## src/rtl/single_fetch_unit.sv

```systemverilog
// single_fetch_unit: instruction-fetch front end. Holds the word-addressed PC,
// issues single-cycle instruction-memory reads and buffers one instruction
// for decode. Handles branch/jump redirects and halt/resume.
// Optional feature macro: FETCH_EXC_EN (adds exc_en input and epc output;
// an exception redirects fetch to EXC_VECTOR and records the faulting PC).
module single_fetch_unit #(
  parameter logic [31:0] RESET_PC   = 32'h0000_0000,
  parameter logic [31:0] EXC_VECTOR = 32'h0000_0001
) (
  input  logic        clk,
  input  logic        rst_n,
  output logic        im_req,
  output logic [31:0] im_addr,
  input  logic        im_ack,
  input  logic [31:0] im_data,
  output logic        inst_valid,
  output logic [31:0] inst,
  output logic [31:0] inst_pc,
  input  logic        inst_ready,
  input  logic        redir_en,
  input  logic [31:0] redir_pc,
  input  logic        halt_req,
`ifdef FETCH_EXC_EN
  input  logic        exc_en,
  output logic [31:0] epc,
`endif
  output logic        halted
);

  localparam int unsigned XLEN = 32;

  typedef enum logic [1:0] {
    BOOT = 2'd0,
    RUN  = 2'd1,
    HALT = 2'd2
  } state_e;

  state_e            state_q, state_d;
  logic [XLEN-1:0]   pc_q, pc_d;
  logic [XLEN-1:0]   inst_q, inst_d;
  logic [XLEN-1:0]   inst_pc_q, inst_pc_d;
  logic              inst_valid_q, inst_valid_d;
  logic              exc_c;
  logic              fetch_req_c;
  logic              fetch_done_c;
  logic              drain_c;

`ifdef FETCH_EXC_EN
  logic [XLEN-1:0]   epc_q, epc_d;
  assign exc_c = exc_en;
`else
  // Exception vector has no use without the exception feature.
  wire unused_exc_vector = ^EXC_VECTOR;
  assign exc_c = 1'b0;
`endif

  // Fetch request: only in RUN, never alongside a redirect/halt, and only
  // when the buffer is empty or being consumed this cycle.
  assign fetch_req_c  = (state_q == RUN) && !exc_c && !redir_en && !halt_req &&
                        (!inst_valid_q || inst_ready);
  assign fetch_done_c = fetch_req_c && im_ack;
  assign drain_c      = inst_valid_q && inst_ready;

  // Next-state and datapath update, priority: exception, redirect, halt, fetch.
  always_comb begin
    state_d      = state_q;
    pc_d         = pc_q;
    inst_d       = inst_q;
    inst_pc_d    = inst_pc_q;
    inst_valid_d = inst_valid_q;
`ifdef FETCH_EXC_EN
    epc_d        = epc_q;
`endif

    if (exc_c) begin
`ifdef FETCH_EXC_EN
      epc_d = inst_valid_q ? inst_pc_q : pc_q;
`endif
      pc_d         = EXC_VECTOR;
      inst_valid_d = 1'b0;
      state_d      = RUN;
    end else begin
      unique case (state_q)
        BOOT: begin
          state_d = RUN;
        end
        RUN, HALT: begin
          if (redir_en) begin
            pc_d         = redir_pc;
            inst_valid_d = 1'b0;
            state_d      = RUN;
          end else if ((state_q == RUN) && halt_req) begin
            state_d = HALT;
            if (drain_c) inst_valid_d = 1'b0;
          end else if (fetch_done_c) begin
            inst_d       = im_data;
            inst_pc_d    = pc_q;
            inst_valid_d = 1'b1;
            pc_d         = pc_q + XLEN'(1);
          end else if (drain_c) begin
            inst_valid_d = 1'b0;
          end
        end
        default: begin
          state_d = BOOT;
        end
      endcase
    end
  end

  // State and datapath registers.
  always_ff @(posedge clk or negedge rst_n) begin
    if (!rst_n) begin
      state_q      <= BOOT;
      pc_q         <= RESET_PC;
      inst_q       <= '0;
      inst_pc_q    <= '0;
      inst_valid_q <= 1'b0;
`ifdef FETCH_EXC_EN
      epc_q        <= '0;
`endif
    end else begin
      state_q      <= state_d;
      pc_q         <= pc_d;
      inst_q       <= inst_d;
      inst_pc_q    <= inst_pc_d;
      inst_valid_q <= inst_valid_d;
`ifdef FETCH_EXC_EN
      epc_q        <= epc_d;
`endif
    end
  end

  assign im_req     = fetch_req_c;
  assign im_addr    = pc_q;
  assign inst_valid = inst_valid_q;
  assign inst       = inst_q;
  assign inst_pc    = inst_pc_q;
  assign halted     = (state_q == HALT);
`ifdef FETCH_EXC_EN
  assign epc        = epc_q;
`endif

endmodule

```

## config.mk

```make
export PLATFORM = sky130hd
export DESIGN_NAME = single_fetch_unit
export DESIGN_NICKNAME = d
export VERILOG_FILES = /design/src/rtl/single_fetch_unit.sv
export SDC_FILE = /design/constraint.sdc
export NUM_CORES = 1
export LEC_CHECK = 0
export BUFFER_PORTS_ARGS = -buffer_cell sky130_fd_sc_hd__buf_2
export CORE_MARGIN = 2
export CORE_UTILIZATION = 50
export DETAILED_ROUTE_END_ITERATION = 16
export GPL_ROUTABILITY_DRIVEN = 0
export GPL_TIMING_DRIVEN = 0
export HOLD_SLACK_MARGIN = 0.08
export PLACE_DENSITY = 0.8
export SLEW_MARGIN = 20
export SYNTH_ARGS = -nofsm -noshare
export SYNTH_HDL_FRONTEND = slang
export SYNTH_SLANG_ARGS = --single-unit
```

## constraint.sdc

```tcl
create_clock -name clk -period 2.27 [get_ports clk]
set_input_delay 0.3405 -clock clk [delete_from_list [all_inputs] [get_ports clk]]
set_output_delay 0.3405 -clock clk [all_outputs]
set_load 0.005 [all_outputs]
```

==> run metrics <==
fin util=65.2%; total gr overflow=0; endpoints failing setup=0; Total Die Area=10300 sq um; yosys warns=0; Synthesized Nets=628; setup TNS=0 ns; Final Hold Vio Count=0; wirelength, routed=14000 microns; Die Ht=102 microns; Critical Path, Cell by Cell=inv_1, ha_1, buf_2, nor2b_4, and4_1, buf_2, and2_1, mux2_1, nor3_1; synth cell count leaders=nand2_1, dfrtp_1, a21oi_1; core area=9240 sq um; Hold EP=inst[24]; crit-path max cell delay=0.42 ns; WP buf/inv=3; Top delay family on crit path=simple AND/OR/NAND/NOR gates; port bufs=167; worst slew pin tran=0.616 ns; clock skew=0.00959 ns; Synth area leader=dfrtp_1; Setup crit end kind=flop; register area share after synthesis=52.1%; pre-CTS WS=-0.300 ns; clk sinks=99; min Tclk post-route=between 2 and 2.5 ns; Area growth syn-to-layout=26.7%; placed insts=850; drt first pass iters=5; fraction of layout cells with a size suffix above 1=a little under a third; area share of the largest cell type after synthesis=52.1%; Synth async-reset ratio=100%; r2r setup slk=0.10 ns; Slew Limit Fails=0; Antenna Violating Nets Remaining=0; CTS tree=yes; hpwl dp=slightly above 10000 microns; nets=809; largest fanout on the critical path=9; crit path kind=reg2reg; clk root buf=clkbuf_8; Peak Freq=0.462 GHz; Vias/cell=about 5.4; Slew HR=58.9%; synthesized instance count=553; H-tree depth=3; number of buffers created by CTS=9; first-pass GRT wire length=~22000 microns; top post-synthesis cells by area=dfrtp_1, nand2_1, a21oi_1; Reg-to-Reg End=im_addr[29]; num rows=35; hold slack final=0.147 ns; clock transition at the registers of the reported paths=0.11 ns; Peak VDD IR=roughly 0.00058 V; Iteration-0 DRC Markers=381; vias=4725; P_leak=approximately 3.2 nW; Power, Total=7.71 mW; type of the worst min-delay path=in2reg; unrepaired setup endpoints after global routing=yes; Post-synth EDFFs=0; largest net degree at the start of global routing=58; gr usage total=26.9%; pwr/cell area=1280 nW/um^2; CP max-delay cell=dfrtp_1; dominant synthesized flop cell=dfrtp_1; Cell Area, Synth=about 4800 sq um; wire length per cell=16.1 microns; Ports=169; Worst Slack Setup Final=0.105 ns; Clock Latency Late Sink=0.37 ns; status=finished clean; initial antenna violation count=0; cell area after layout=6030 sq um; die width=102 microns; hold_sp=im_data[24]; Cell variety after synth=45; Worst R2R Path Depth=9; period utilization=95.4%; Critical Path AT=2.45 ns; Placed Area=5790 sq um; clk buf depth=2; CP most frequent cell=buf_2; reg2reg start=state_q[0]; Initial Utilization=51.5%; Critical Path RT=2.56 ns; vias in the first global route=4416; Synth Register Bits=99; count leader, synth=nand2_1; Post-Layout Cell Count=869; syn avg cell area=8.60 sq um; Fill cells=794; Hold Path Depth=3; DRC Markers=0; max-cap violations=0; startpoint types=flop
-- layer usage --
| layer | track usage [%] | share of wire (%) |
|---|---|---|
| met1 | 36.1 | 42 |
| met2 | 43.5 | 48 |
| met3 | 5.45 | 8.3 |
| met4 | 9.67 | 2.0 |
| met5 | 0 | 0 |
-- where the power goes --
part | switching, mW | internal, mW | total, mW
sequential | 0.754 | 2.59 | 3.34
combinational | 1.80 | 1.45 | 3.26
clock | 0.690 | 0.419 | 1.11
-- repair_timing --
item	CTS	global route
gates resized for setup	5	25
pin swaps	1	0
buffers inserted	1	0
hold endpoints to repair	42	0
endpoints found under the setup margin	69	60
hold buffers	1	0
-- placed cells by master (no fill, tap or decap), types with 2 or more instances in the layout --
master    count
a211oi_1      3
a21oi_1      33
a31oi_1       3
a41o_1        5
and2_1        7
and3_1        6
and4_1        7
buf_2       177
buf_4         5
clkbuf_1     10
clkbuf_2     12
clkbuf_8      9
clkinv_4      3
dfrtp_1      99
ha_1          5
inv_1         6
inv_6         2
mux2i_1      11
nand2_1     210
nand2b_1      2
nand3_1      15
nand4_1      14
nor2_1       19
nor2b_1       2
nor3_1        4
nor4_2        2
o21a_1        6
o21ai_0      13
o22ai_1      22
or3_1         2
-- worst min-delay path: cells and delay by family --
family	cells	cell delay [ns]
buffers and inverters	1	0.07
and+or+nand+nor	2	0.08
-- kinds of logic after synthesis --
| logic type | Yosys count | share of synthesized area (%) |
|---|---|---|
| flip-flops | 99 | 52.1 |
| XOR/XNOR | 1 | 0.184 |
| AO/OA/AOI/OAI | 93 | 12.0 |
| adder cells (fa/ha/maj) | 5 | 1.32 |
| buffers and inverters | 43 | 3.92 |
| AND/OR/NAND/NOR | 300 | 28.0 |
| multiplexers | 12 | 2.55 |
-- final cells by class --
| type | count | area (sq um) | share of cell area (%) |
|---|---|---|---|
| clock buffers | 9 | 124 | 2.06 |
| multi-input cells | 411 | 2110 | 35.0 |
| plain buffers | 37 | 183 | 3.03 |
| clock inverters | 7 | 60.1 | 0.997 |
| well taps | 129 | 161 | 2.68 |
| flip-flops and latches | 99 | 2480 | 41.1 |
| diodes | 1 | 2.50 | 0.0415 |
| repair buffers | 170 | 887 | 14.7 |
| inverters | 6 | 22.5 | 0.374 |
-- state kept, by name (all words and copies together), names as in the netlist --
name        count
inst           32
im_addr        32
inst_valid      1
inst_pc        32
state_q         2
-- how the worst max path moves through the flow --
| stage | start | endpoint | slack (ns) | cells after the start |
|---|---|---|---|---|
| floorplan | state_q[0] | im_addr[29] | 0.31 | 9 |
| global placement | state_q[0] | inst_pc[17] | -0.26 | 9 |
| detailed placement | state_q[0] | inst_pc[25] | -0.30 | 9 |
| CTS | state_q[0] | inst[5] | 0.04 | 9 |
| global route | state_q[0] | im_addr[15] | -0.005 | 10 |
| finish | state_q[0] | im_addr[29] | 0.10 | 9 |
(Power assumes the default switching activity.)
